**config.mk**
```make
export PLATFORM = sky130hd
export DESIGN_NAME = scan_chain_loader
export DESIGN_NICKNAME = d
export VERILOG_FILES = /design/src/rtl/scan_chain_loader.sv
export SDC_FILE = /design/constraint.sdc
export NUM_CORES = 1
export LEC_CHECK = 0
export CORE_UTILIZATION = 49
export CTS_BUF_LIST = sky130_fd_sc_hd__clkbuf_8 sky130_fd_sc_hd__clkbuf_16
export DETAILED_ROUTE_END_ITERATION = 8
export HOLD_SLACK_MARGIN = 0.15
export PLACE_DENSITY = 0.89
export SYNTH_ARGS = -nofsm -noshare
export SYNTH_HDL_FRONTEND = slang
export SYNTH_SLANG_ARGS = --single-unit
```
**constraint.sdc**
```tcl
create_clock -name CLK -period 2.3 [get_ports CLK]
set_input_delay 0.575 -clock CLK [delete_from_list [all_inputs] [get_ports CLK]]
set_output_delay 0.575 -clock CLK [all_outputs]
set_load 0.01 [all_outputs]
```
**src/rtl/scan_chain_loader.sv**
```systemverilog
// scan_chain_loader: serialises a parallel word into the chip scan chain and captures its serial output.
// Outputs are registered from next-state values so chip-facing pins change cleanly on CLK edges.
module scan_chain_loader #(
    parameter int SCAN_LEN      = 64,
    parameter int CLK_DIV       = 4,
    parameter int UPDATE_CYCLES = 2
) (
    input  logic                CLK,
    input  logic                RSTN,
    input  logic                load_valid,
    output logic                load_ready,
    input  logic [SCAN_LEN-1:0] load_data,
    input  logic                scan_out,
    output logic                se,
    output logic                scanin,
    output logic                scanclk_out,
    output logic                update_clk,
    output logic                busy,
    output logic                scan_done,
    output logic [SCAN_LEN-1:0] readback_data
);
    localparam int PMAX = CLK_DIV > UPDATE_CYCLES ? CLK_DIV : UPDATE_CYCLES;
    localparam int PW   = $clog2(PMAX) + 1;
    localparam int BW   = $clog2(SCAN_LEN) + 1;
    typedef enum logic [2:0] {IDLE, SETUP, SHIFT_LO, SHIFT_HI, HOLD, UPDATE, DONE} state_t;
    state_t              state, state_n;
    logic [PW-1:0]       phase, phase_n;
    logic [BW-1:0]       bit_cnt, bit_cnt_n;
    logic [SCAN_LEN-1:0] shift_reg, shift_n, rb_n;
    logic                last_div, last_upd, drive_n;
    assign last_div = phase == PW'(CLK_DIV - 1);
    assign last_upd = phase == PW'(UPDATE_CYCLES - 1);
    assign drive_n  = state_n inside {SETUP, SHIFT_LO, SHIFT_HI};
    always_comb begin
        state_n   = state;
        phase_n   = phase + PW'(1);
        bit_cnt_n = bit_cnt;
        shift_n   = shift_reg;
        rb_n      = readback_data;
        case (state)
            IDLE: begin
                phase_n = '0;
                if (load_valid && load_ready) begin
                    state_n   = SETUP;
                    shift_n   = load_data;
                    bit_cnt_n = '0;
                end
            end
            SETUP: if (last_div) begin
                state_n = SHIFT_LO;
                phase_n = '0;
            end
            SHIFT_LO: if (last_div) begin
                state_n = SHIFT_HI;
                phase_n = '0;
                rb_n    = (readback_data << 1) | SCAN_LEN'(scan_out);
            end
            SHIFT_HI: if (last_div) begin
                state_n   = bit_cnt == BW'(SCAN_LEN - 1) ? HOLD : SHIFT_LO;
                phase_n   = '0;
                shift_n   = shift_reg << 1;
                bit_cnt_n = bit_cnt + BW'(1);
            end
            HOLD: if (last_div) begin
                state_n = UPDATE;
                phase_n = '0;
            end
            UPDATE: if (last_upd) begin
                state_n = DONE;
                phase_n = '0;
            end
            DONE: begin
                state_n = IDLE;
                phase_n = '0;
            end
            default: state_n = IDLE;
        endcase
    end
    // load_ready stays low on the first edge out of reset, so no word is accepted then
    always_ff @(posedge CLK) begin
        if (!RSTN) begin
            state         <= IDLE;
            phase         <= '0;
            bit_cnt       <= '0;
            shift_reg     <= '0;
            readback_data <= '0;
            load_ready    <= 1'b0;
            busy          <= 1'b0;
            se            <= 1'b0;
            scanin        <= 1'b0;
            scanclk_out   <= 1'b0;
            update_clk    <= 1'b0;
            scan_done     <= 1'b0;
        end else begin
            state         <= state_n;
            phase         <= phase_n;
            bit_cnt       <= bit_cnt_n;
            shift_reg     <= shift_n;
            readback_data <= rb_n;
            load_ready    <= state_n == IDLE;
            busy          <= state_n != IDLE;
            se            <= drive_n;
            scanin        <= drive_n && shift_n[SCAN_LEN-1];
            scanclk_out   <= state_n == SHIFT_HI;
            update_clk    <= state_n == UPDATE;
            scan_done     <= state_n == DONE;
        end
    end
endmodule
```
=== Word level (Yosys, flattened, before mapping) ===
Index checks and enable logic that the tools add are counted.

* Add/sub/neg operators: 2
* Multiplexer cells: 17
* Multiply operators: 0
* Equal/unequal tests: 16
* Div/mod/pow operators: 0
* Bitwise logic cells: 1
* $lt $le $gt $ge: 0
* Reductions and logical operators: 11
* Shifts and indexed selects: 0

{| class="wikitable"
|+ Operator list
! operator !! count
|-
| 2-to-1 mux 64 bit || 2
|-
| one-hot mux 64 bit (2 select lines) || 1
|-
| OR 64 x 1 -> 64 bit || 1
|-
| 2-to-1 mux 3 bit || 9
|-
| one-hot mux 3 bit (6 select lines) || 1
|-
| == test 3 x 2 -> 1 bit (second input constant) || 5
|-
| == test 3 bit (second input constant) || 5
|-
| 2-to-1 mux 7 bit || 2
|-
| one-hot mux 7 bit (2 select lines) || 1
|-
| == test 3 x 1 -> 1 bit (second input constant) || 3
|-
| one-hot mux 3 bit (3 select lines) || 1
|-
| adder 7 x 1 -> 7 bit (second input constant) || 1
|-
| == test 7 x 6 -> 1 bit (second input constant) || 1
|-
| logical NOT 3 bit || 2
|-
| nonzero test 3 bit || 2
|-
| inequality test 2 bit (second input constant) || 2
|-
| OR reduction 4 bit || 1
|-
| adder 3 x 1 -> 3 bit (second input constant) || 1
|-
| AND reduction 3 bit || 1
|-
| logical AND 1 bit || 2
|-
| AND reduction 2 bit || 1
|-
| nonzero test 2 bit || 1
|-
| OR reduction 2 bit || 1
|}

* Memories: 0
* Input bits: 68
* Bits in read-only memories: 0
* Word-level logic and storage cells: 60
* Latch bits: 0
* RAM bits: 0
* Output and inout port bits: 71
* Register bits after elaboration: 148

=== Logic depth before layout (Yosys ltp) ===
Gate-level depths: netlist of run 1.

* Word-level depth: 7
* Gate-level depth with buffers: 9
* Mapped depth without buffers: 7

=== Worst setup path after synthesis of run 1 ===
Ideal clock, no wire load.

* Path kind: register to register
* Start: register phase[0]
* End: register shift_reg[55]
* Arrival time: 1.726 ns
* Required time: 2.230 ns
* Stages on the path, launching flop included: 10
* Buffers on the path: 3
* Clock period less this slack: 1.797 ns
* Setup time: 0.070 ns
* Path slack: 0.503 ns
* Path through: dfxtp_1 ha_1 ha_1 and4b_1 buf_2 a41oi_2 buf_4 buf_6 nand2_1 a21oi_1

* Word-level cells in the longest chain between the ends: 3

{| class="wikitable"
|+ RTL lines
! what !! line !! source
|-
| start: declaration || 27 || <nowiki>logic [PW-1:0] phase, phase_n;</nowiki>
|-
| start signal: assignment || 96 || <nowiki>phase <= phase_n;</nowiki>
|-
| == test 3 x 2 -> 1 bit || 31 || <nowiki>assign last_div = phase == PW'(CLK_DIV - 1);</nowiki>
|-
| inequality test 2 bit (no line) || -- ||
|-
| AND reduction 3 bit (no line) || -- ||
|-
| end signal: assignment || 98 || <nowiki>shift_reg <= shift_n;</nowiki>
|-
| end: declaration || 29 || <nowiki>logic [SCAN_LEN-1:0] shift_reg, shift_n, rb_n;</nowiki>
|}

No other way between the ends.
A chain may end at the register's enable or synchronous reset.

=== Final worst setup path of run 1 ===
* Start: register phase[0]
* End: register shift_reg[54]

The elaborated chain is that of the path after synthesis.

==> results of run 1 <==
layer usage:
layer | part of all wire (%) | vias up | GRT usage [%]
met4 | 2.4 | 0 | 10.86
met1 | 40 | 2406 | 25.52
met2 | 49 | 178 | 39.49
li1 | - | 2539 | -
met3 | 8.5 | 26 | 8.595
met5 | 0 | - | 0
worst paths after layout:
| path | start | to | slack (ns) | cells after the start |
|---|---|---|---|---|
| worst max-delay path | phase[0] | shift_reg[54] | 0.26 | 7 |
| worst min-delay path | shift_reg[19] | shift_reg[19] | 0.45 | 2 |
| worst max register to register | phase[0] | shift_reg[54] | 0.26 | 7 |
| worst min register to register | shift_reg[19] | shift_reg[19] | 0.45 | 2 |
cells by family after synthesis:
group           Yosys count
simple gates            240
compound gates          212
flops                   148
buf+inv                  63
fa+ha+maj                 6
xor+xnor                  4
mux                       3
stage by stage:
step                      cell area [µm²]  hold WS, ns  worst slack [ns]  std cells
after floorplan                      5679       0.4214            0.5033        676
after global placement               7124       0.4332            0.2090        908
after detailed placement             7124       0.4466            0.1552        908
after global routing                 7757       0.4784            0.1057        940
after CTS                            7757       0.4541            0.2477        940
final                                7757       0.4532            0.2597        940
cells in the mapped netlist, types with 2 or more instances:
master,n
a21oi_1,134
nand2_1,194
mux2i_1,2
buf_2,22
xor2_1,4
o31ai_1,2
nand4_1,3
buf_6,4
nor3_1,3
nand3b_1,2
and3_1,2
o21ai_0,3
nand3_1,2
buf_1,5
nor2_1,18
dfxtp_1,148
clkbuf_1,21
inv_1,8
a22oi_1,64
nand2b_1,7
buf_4,2
a211oi_1,2
ha_1,6
layout by cell type, fill, tap and decap left out, types with 2 or more instances in the layout:
cell type        count
nor3_1               3
nand4_1              3
buf_12               6
nand2_1            194
o31ai_1              2
a22oi_1             64
nand3b_1             2
buf_4                2
clkbuf_16           17
nand2b_1             7
bufinv_16            3
nand3_1              2
mux2i_1              2
clkinvlp_4           3
and3_1               2
a21oi_1            134
ha_1                 6
inv_1               10
a211oi_1             2
nor3b_2              2
clkdlybuf4s50_1    138
nor2_1              18
dfxtp_1            148
xor2_1               4
clkbuf_8             6
o21ai_0              3
cell type report:
class	count	area, µm²
multi-input cells	465	2434
well taps	140	175.2
repair buffers	146	1516
clock inverters	9	125.1
flip-flops and latches	148	2963
clock buffers	23	508.0
fillers	794	3321
inverters	9	36.28
critical path, delay by kind of cell (launching register included):
kind | cells | cell delay, ns
buf+inv | 1 | 0.30
compound gates | 2 | 0.46
fa+ha+maj | 2 | 0.48
flops | 1 | 0.32
simple gates | 2 | 0.38
power by group:
part / total, mW / internal, mW / switching (mW) / leakage, nW
logic: 0.385 / 0.203 / 0.182 / 1.07
registers: 2.68 / 2.63 / 0.0419 / 1.20
clock network: 2.88 / 1.87 / 1.01 / 0.310
total: 5.94 / 4.71 / 1.24 / 2.58
==> metrics.md, run 1 <==
| Metric | Value |
|---|---|
| Synth Area in Simple Gates | `approximately 18%` |
| DR WL/cell | `14.50 µm` |
| Worst path max stage delay | `0.32 ns` |
| Die height | `109.7 µm` |
| Crit path kind | `register to register` |
| Synth Net Count | `750` |
| Lkg Pwr | `2.583 nW` |
| Final setup violation count | `0` |
| Vias in the first global route | `4776` |
| Clk sink count | `between 100 and 150` |
| Share of post-route cells with drive strength above 1 | `6.250%` |
| Worst hold path class | `register to register` |
| Final Hold Viols | `0` |
| Post-Synth XOR/XNOR Area | `less than 1%` |
| Endpoint class of the critical path | `register` |
| Core Footprint | `0.01108 mm²` |
| Post-Syn Instances | `676` |
| PwrDens | `766.1 mW/mm²` |
| Setup TNS | `0 ns` |
| Worst EP arrival | `2.38 ns` |
| Critical-path top delay cell | `dfxtp_1` |
| Post-CTS resize count | `0` |
| Synth top area share | `52.17%` |
| # rows | `38` |
| Drt total wl | `13.63 mm` |
| Flops & latches, synth | `between 100 and 150` |
| H-tree Lvls | `4` |
| Clk_lat worst skew | `0.42 ns` |
| Async SR Flop Fraction | `0%` |
| Hold_buf cts | `0` |
| DRT antenna net count | `0` |
| Total power | `5.943 mW` |
| Crit-path most repeated cell | `ha_1` |
| Post-synthesis mux area share | `0.5508%` |
| WP data required | `2.64 ns` |
| CTS root buf | `clkbuf_16` |
| Vias per cell | `between 5 and 6` |
| Nature of the critical path startpoint | `register` |
| Setup bufs post-CTS | `0` |
| Drt first pass iters | `5` |
| Cell area after synthesis | `0.005679 mm²` |
| Total track usage | `23.16%` |
| Chain of cells forming the critical path | `ha_1, ha_1, and4b_2, a41oi_4, buf_12, nand2_1, a21oi_1` |
| GP Congestion | `slightly above 0.8` |
| Antenna violations before repair | `0` |
| Largest net degree at the start of global routing | `71` |
| Compound-cell area share of the yosys netlist | `22.41%` |
| Post-synth EDFFs | `0` |
| Starting Density | `51.26%` |
| Max-slew violation count | `0` |
| CTS Buf Count | `17` |
| Worst-path fanout max | `63` |
| I/O Buffers | `138` |
| Post-DP HPWL | `8.862 mm` |
| Clock slew at reported path FFs | `0.06 ns` |
| # diodes | `0` |
| DRT iter0 DRCs | `426` |
| Max-Slew Margin vs Limit | `61.52%` |
| Combinational family with the most area after synthesis | `compound AO/OA/AOI/OAI gates` |
| Outcome | `finished clean` |
| Crit path time final | `2.040 ns` |
| Post-synthesis adder-cell area fraction | `roughly 1.3%` |
| Sequential area share after synthesis | `52.17%` |
| Warnings, synthesis | `0` |
| Gr ovfl total | `0` |
| Clock buffer depth | `2` |
| Post-Route Skew | `0.01037 ns` |
| Synth cell types | `41` |
| Io pins | `139` |
| Die Span X | `109.7 µm` |
| Fmax | `approximately 490 MHz` |
| Nets | `861` |
| VDD IR max | `around 0.48 mV` |
| RSZ-0062 raised after global routing | `no` |
| Area Growth Syn to Fin | `36.59%` |
| Slew @ Worst Pin | `~0.57 ns` |
| # DRC | `0` |
| First-pass GRT wire length | `21.72 mm` |
| Synth Flop Type | `dfxtp_1` |
| Routed vias | `5149` |
| Final critical-path share of the clock period | `around nine tenths` |
| CTS tree | `done` |
| Synth top area cells | `dfxtp_1 52%, nand2_1 13%, a21oi_1 12%` |
| Fin util | `70.02%` |
| Synth area leader | `dfxtp_1` |
| Max-cap violations | `0` |
| Avg Cell Area, Syn | `approximately 8.4 µm²` |
| Die area | `0.01202 mm²` |
(Power assumes the default switching activity.)
==> run 2, diff against run 1 <==
Settings changed: MAX_ROUTING_LAYER set to met4, SETUP_SLACK_MARGIN set to 0.1.
==> run 2 against run 1 <==
Effect of this change:
- routed wire length is 0.70% higher
- core utilization stayed put
- power hardly changed
- clock-buffer cell count stayed put
- die area stayed put
- sequential power hardly changed
- non-clock buffer count stayed put
- critical endpoint unchanged
- final cell count stayed put
- worst setup slack worse by 0.0065 ns
- largest cell class unchanged
- clock skew hardly changed
==> metrics.md, run 2 (same netlist as run 1, synthesis figures left out) <==
| Metric | Value |
|---|---|
| Routed vias | `5208` |
| Largest net degree at the start of global routing | `between 70 and 80` |
| VDD IR max | `0.4750 mV` |
| Hold depth | `2` |
| Commonest non-fill, non-tap cells in the layout | `194 x nand2_1, 148 x dfxtp_1, 138 x clkdlybuf4s50_1` |
| Outcome | `finished clean` |
| Worst hold path class | `register to register` |
| Die height | `109.7 µm` |
| Io pins | `139` |
| Total track usage | `23.88%` |
| Worst EP arrival | `2.38 ns` |
| Nets | `861` |
| R2R cell count | `7` |
| CTS root buf | `clkbuf_16` |
| Final Hold Viols | `0` |
| Nature of the critical path startpoint | `register` |
| # diodes | `0` |
| Endpoint class of the critical path | `register` |
| Fin util | `a little over two thirds` |
| First-pass GRT wire length | `21.72 mm` |
| H-tree Lvls | `4` |
| Die area | `roughly 0.012 mm²` |
| Starting Density | `51.26%` |
| Lkg Pwr | `~2.6 nW` |
| Most common cell after layout, fill and taps aside | `nand2_1` |
| CTS Buf Count | `17` |
| RSZ-0062 raised after global routing | `no` |
| Final critical-path share of the clock period | `88.99%` |
| Post-DP HPWL | `8.862 mm` |
| DR WL/cell | `~15 µm` |
| Worst-path fanout max | `63` |
| Vias in the first global route | `4780` |
| Crit path time final | `between 2 and 2.5 ns` |
| Vias per cell | `5.540` |
| DRT iter0 DRCs | `411` |
| Final std cells w/o fill | `940` |
| DRT antenna net count | `0` |
| Clock slew at reported path FFs | `0.05 ns` |
| Placed cell area | `slightly above 0.007 mm²` |
| PwrDens | `766.2 mW/mm²` |
| WP data required | `2.64 ns` |
| Max-Slew Margin vs Limit | `60.44%` |
| Fmax | `488.6 MHz` |
| Crit path kind | `register to register` |
| CTS tree | `done` |
| Max-slew violation count | `0` |
| Core Footprint | `0.01108 mm²` |
| # rows | `38` |
| Drt total wl | `~14 mm` |
| GP Congestion | `0.8163` |
| Max-cap violations | `0` |
| Drt first pass iters | `5` |
| Post-Route Skew | `0.01028 ns` |
| Share of post-route cells with drive strength above 1 | `6.250%` |
| Setup bufs post-CTS | `0` |
| Area Growth Syn to Fin | `36.59%` |
| Setup TNS | `0 ns` |
| Gr ovfl total | `0` |
| Placed cells | `roughly 910` |
| Die Span X | `109.7 µm` |
| Post-CTS resize count | `0` |
| Slew @ Worst Pin | `between 0.5 and 0.6 ns` |
| I/O Buffers | `138` |
| Final setup violation count | `0` |
| Clk sink count | `between 100 and 150` |
| Antenna violations before repair | `0` |
| Clock buffer depth | `2` |
| # DRC | `0` |
| Design area | `between 0.007 and 0.008 mm²` |
| Hold_buf cts | `0` |
| Clk_lat worst skew | `between 0.4 and 0.5 ns` |
[run 2: cell counts in the layout (fill, tap and decap cells not counted)]
No cell type changed its count.
[run 2: area by class of cell]
type | count | area [µm²]
clock buffer | 23 | 508.0
clock inverter | 9 | 125.1
fill | 794 | 3321
inverter | 9 | 36.28
multi-input combinational | 465 | 2434
sequential | 148 | 2963
tap | 140 | 175.2
timing repair buffer | 146 | 1516
[run 2: where the power goes]
part           switching (mW)  total, mW  internal [mW]
Combinational           0.183      0.386          0.203
Clock                    1.01       2.88           1.87
Sequential             0.0419       2.68           2.63
[run 2: path summary, 6_finish.rpt]
check	from	to	slack, ns
hold reg to reg	shift_reg[49]	shift_reg[49]	0.45
hold / removal	shift_reg[49]	shift_reg[49]	0.45
setup / recovery	phase[0]	shift_reg[54]	0.25
setup reg to reg	phase[0]	shift_reg[54]	0.25
[run 2: worst max-delay path, stage by stage (launching register included)]
cell,delay (ns)
dfxtp_1,0.32
ha_1,0.24
ha_1,0.24
and4b_2,0.28
a41oi_4,0.29
buf_12,0.30
nand2_1,0.10
a21oi_1,0.17
[run 2: stage by stage]
| stage | setup slack (ns) | total power, mW | hold slack (ns) |
|---|---|---|---|
| 6_report | 0.2532 | 5.944 | 0.4529 |
| 5_1_grt | 0.1057 | 6.150 | 0.4784 |
| 4_1_cts | 0.2477 | 5.992 | 0.4541 |
| 3_5_place_dp | 0.1552 | 3.114 | 0.4466 |
| 3_3_place_gp | 0.2090 | 3.096 | 0.4332 |
| 2_1_floorplan | 0.5033 | 2.937 | 0.4214 |
[run 2: per-layer routing]
metal	track usage [%]	share of wire [%]
met1	26.20	41
met2	39.62	48
met4	11.14	2.4
met5	-	0
met3	7.350	8.0
==> run 3, diff against run 2 <==
Settings changed: ABC_AREA set to 1, CORE_ASPECT_RATIO set to 1.5.
==> run 3 against run 2 <==
Effect of this change:
- synthesized cell count grew 4.4%
- non-clock buffer count increased by 1
- power shrank 5.7%
- register-to-register slack improved by 0.15 ns
- synthesized area increased by 0.37%
- critical endpoint is now readback_data[23]
- sequential power hardly changed
- sequential cell count did not move
- largest cell class unchanged
- via count is 0.88% lower
- clock power is 12% lower
==> metrics.md, run 3 <==
| Metric | Value |
|---|---|
| Place WS | `0.07262 ns` |
| PwrDens | `730.9 mW/mm²` |
| Io pins | `between 100 and 150` |
| Placed cell area | `0.007113 mm²` |
| Crit path max-delay family | `buffers and inverters` |
| Crit path kind | `register to output port` |
| DR WL/cell | `13.55 µm` |
| Crit path depth | `1` |
| CTS tree | `done` |
| Clock slew at reported path FFs | `roughly 0.06 ns` |
| Antenna violations before repair | `0` |
| RSZ-0062 raised after global routing | `no` |
| Design area | `0.007667 mm²` |
| Reg2Reg Setup Slack | `about 0.40 ns` |
| Area Growth Syn to Fin | `34.50%` |
| CTS root buf | `clkbuf_16` |
| FF+latch area | `a little under 0.003 mm²` |
| DRT iter0 DRCs | `134` |
| Crit path time final | `roughly 1.9 ns` |
| Slew @ Worst Pin | `~0.70 ns` |
| H-tree Lvls | `4` |
| Synth area leader | `dfxtp_1` |
| Largest net degree at the start of global routing | `between 60 and 70` |
| Crit. Startpoint | `readback_data[23]` |
| Max-Slew Margin vs Limit | `53.40%` |
| Post-synth EDFFs | `0` |
| Post-CTS resize count | `0` |
| Drt first pass iters | `4` |
| Vias in the first global route | `4759` |
| R2R cell count | `7` |
| Post-Route Skew | `0.008091 ns` |
| Chain of cells forming the critical path | `clkdlybuf4s50_1` |
| Async SR Flop Fraction | `0%` |
| Clk sink count | `148` |
| Clock buffer depth | `2` |
| Max layer used | `met4` |
| Routed vias | `5162` |
| CP Capture Point | `readback_data[23]` |
| Vias per cell | `~5.2` |
| Max-slew violation count | `0` |
| RR Startpoint | `phase[0]` |
| Worst Path Buf+Inv | `1` |
| Met2 WL | `6.604 mm` |
| Setup bufs post-CTS | `0` |
| Final Hold Viols | `0` |
| Share of post-route cells with drive strength above 1 | `under 10%` |
| Endpoint class of the critical path | `output port` |
| Die Span X | `~90 µm` |
| Starting Density | `about half` |
| # rows | `47` |
| Core Footprint | `0.01117 mm²` |
| Worst EP arrival | `around 1.4 ns` |
| Post-Syn Instances | `706` |
| Hold_buf cts | `0` |
| Synth cell types | `28` |
| GP Congestion | `0.8097` |
| Post-synthesis adder-cell area fraction | `1.317%` |
| CTS Buf Count | `17` |
| I/O Buffers | `138` |
| Area of the multi-input gates | `0.002357 mm²` |
| Total track usage | `22.92%` |
| Post-Synth XOR/XNOR Area | `0%` |
| Lkg Pwr | `2.771 nW` |
| Gr ovfl total | `0` |
| Most common cell after layout, fill and taps aside | `dfxtp_1` |
| Cell area after synthesis | `0.005700 mm²` |
| Met1 Routed Length | `approximately 5.5 mm` |
| Critical-path top delay cell | `clkdlybuf4s50_1` |
| Final critical-path share of the clock period | `83.93%` |
| Fin util | `68.62%` |
| Hold slack | `approximately 0.46 ns` |
| Combinational family with the most area after synthesis | `compound AO/OA/AOI/OAI gates` |
| First-pass GRT wire length | `21.85 mm` |
| Worst path max stage delay | `0.57 ns` |
| Synth top area cells | `dfxtp_1 52%, nor2_1 9.7%, a22oi_1 8.2%` |
| Reg2reg end | `shift_reg[53]` |
| Sequential area share after synthesis | `51.98%` |
| Setup ws final | `0.3695 ns` |
| Met3 WL | `1.043 mm` |
| Synth Net Count | `780` |
| # DRC | `0` |
| Nets | `approximately 900` |
| Warnings, synthesis | `0` |
| Fmax | `518.0 MHz` |
| Commonest non-fill, non-tap cells in the layout | `148 x dfxtp_1, 147 x nor2_1, 137 x clkdlybuf4s50_1` |
| Final std cells w/o fill | `984` |
| Post-DP HPWL | `8.686 mm` |
| Count leader, synth | `dfxtp_1` |
| Flops & latches, synth | `roughly 150` |
| Outcome | `finished clean` |
| Final setup violation count | `0` |
| Synth Flop Type | `dfxtp_1` |
| Compound-cell area share of the yosys netlist | `21.20%` |
| Synth top area share | `51.98%` |
| Nature of the critical path startpoint | `register` |
| DRT antenna net count | `0` |
| Worst-path fanout max | `3` |
| WP data required | `about 1.7 ns` |
| Synth Area in Simple Gates | `a little under a fifth` |
| Setup TNS | `0 ns` |
| Post-synthesis mux area share | `0%` |
| # fillers | `a little under 900` |
| Total power | `~5.6 mW` |
| Worst hold path class | `register to register` |
| # diodes | `0` |
| Clk_lat worst skew | `0.41 ns` |
| VDD IR max | `a little over 0.5 mV` |
| Die area | `0.01208 mm²` |
| Drt total wl | `13.33 mm` |
| Placed cells | `952` |
| Avg Cell Area, Syn | `8.074 µm²` |
| Max-cap violations | `0` |
| Die height | `134.1 µm` |
| Synth cell count leaders | `148 x dfxtp_1, 147 x nor2_1, 88 x nand2_1` |
## run 3: worst min-delay path by stage
| stage | start | endpoint | slack [ns] | cells after the start |
|---|---|---|---|---|
| final | shift_reg[0] | shift_reg[0] | 0.46 | 2 |
| after detailed placement | shift_reg[24] | shift_reg[24] | 0.46 | 2 |
| after CTS | shift_reg[24] | shift_reg[24] | 0.46 | 2 |
| after floorplan | shift_reg[0] | shift_reg[0] | 0.44 | 2 |
| after global routing | shift_reg[36] | shift_reg[36] | 0.48 | 2 |
| after global placement | shift_reg[0] | shift_reg[0] | 0.45 | 2 |
## run 3: cell type report
cell class,instances,area share [%]
clock buffers,19,5.907
clock inverters,13,1.322
inverters,30,1.501
multi-input cells,480,30.74
flip-flops and latches,148,38.64
well taps,147,2.399
repair buffers,147,19.48
## run 3: kinds of logic (layout without fill, tap and decap cells)
logic type	after synthesis	after routing
adders and majority gates	6	6
buffers and inverters	78	209
and+or+nand+nor	266	266
AOI/OAI and AO/OA	208	208
DFF	148	148
## run 3: report_power, final
group	switching (mW)	internal (mW)
registers	0.0381	2.63
logic	0.196	0.197
clock network	1.09	1.45
## run 3: layer usage
layer	vias to the layer above	track usage, %
met5	-	-
met4	0	7.616
met3	17	7.200
met2	163	38.30
met1	2385	25.99
li1	2597	-
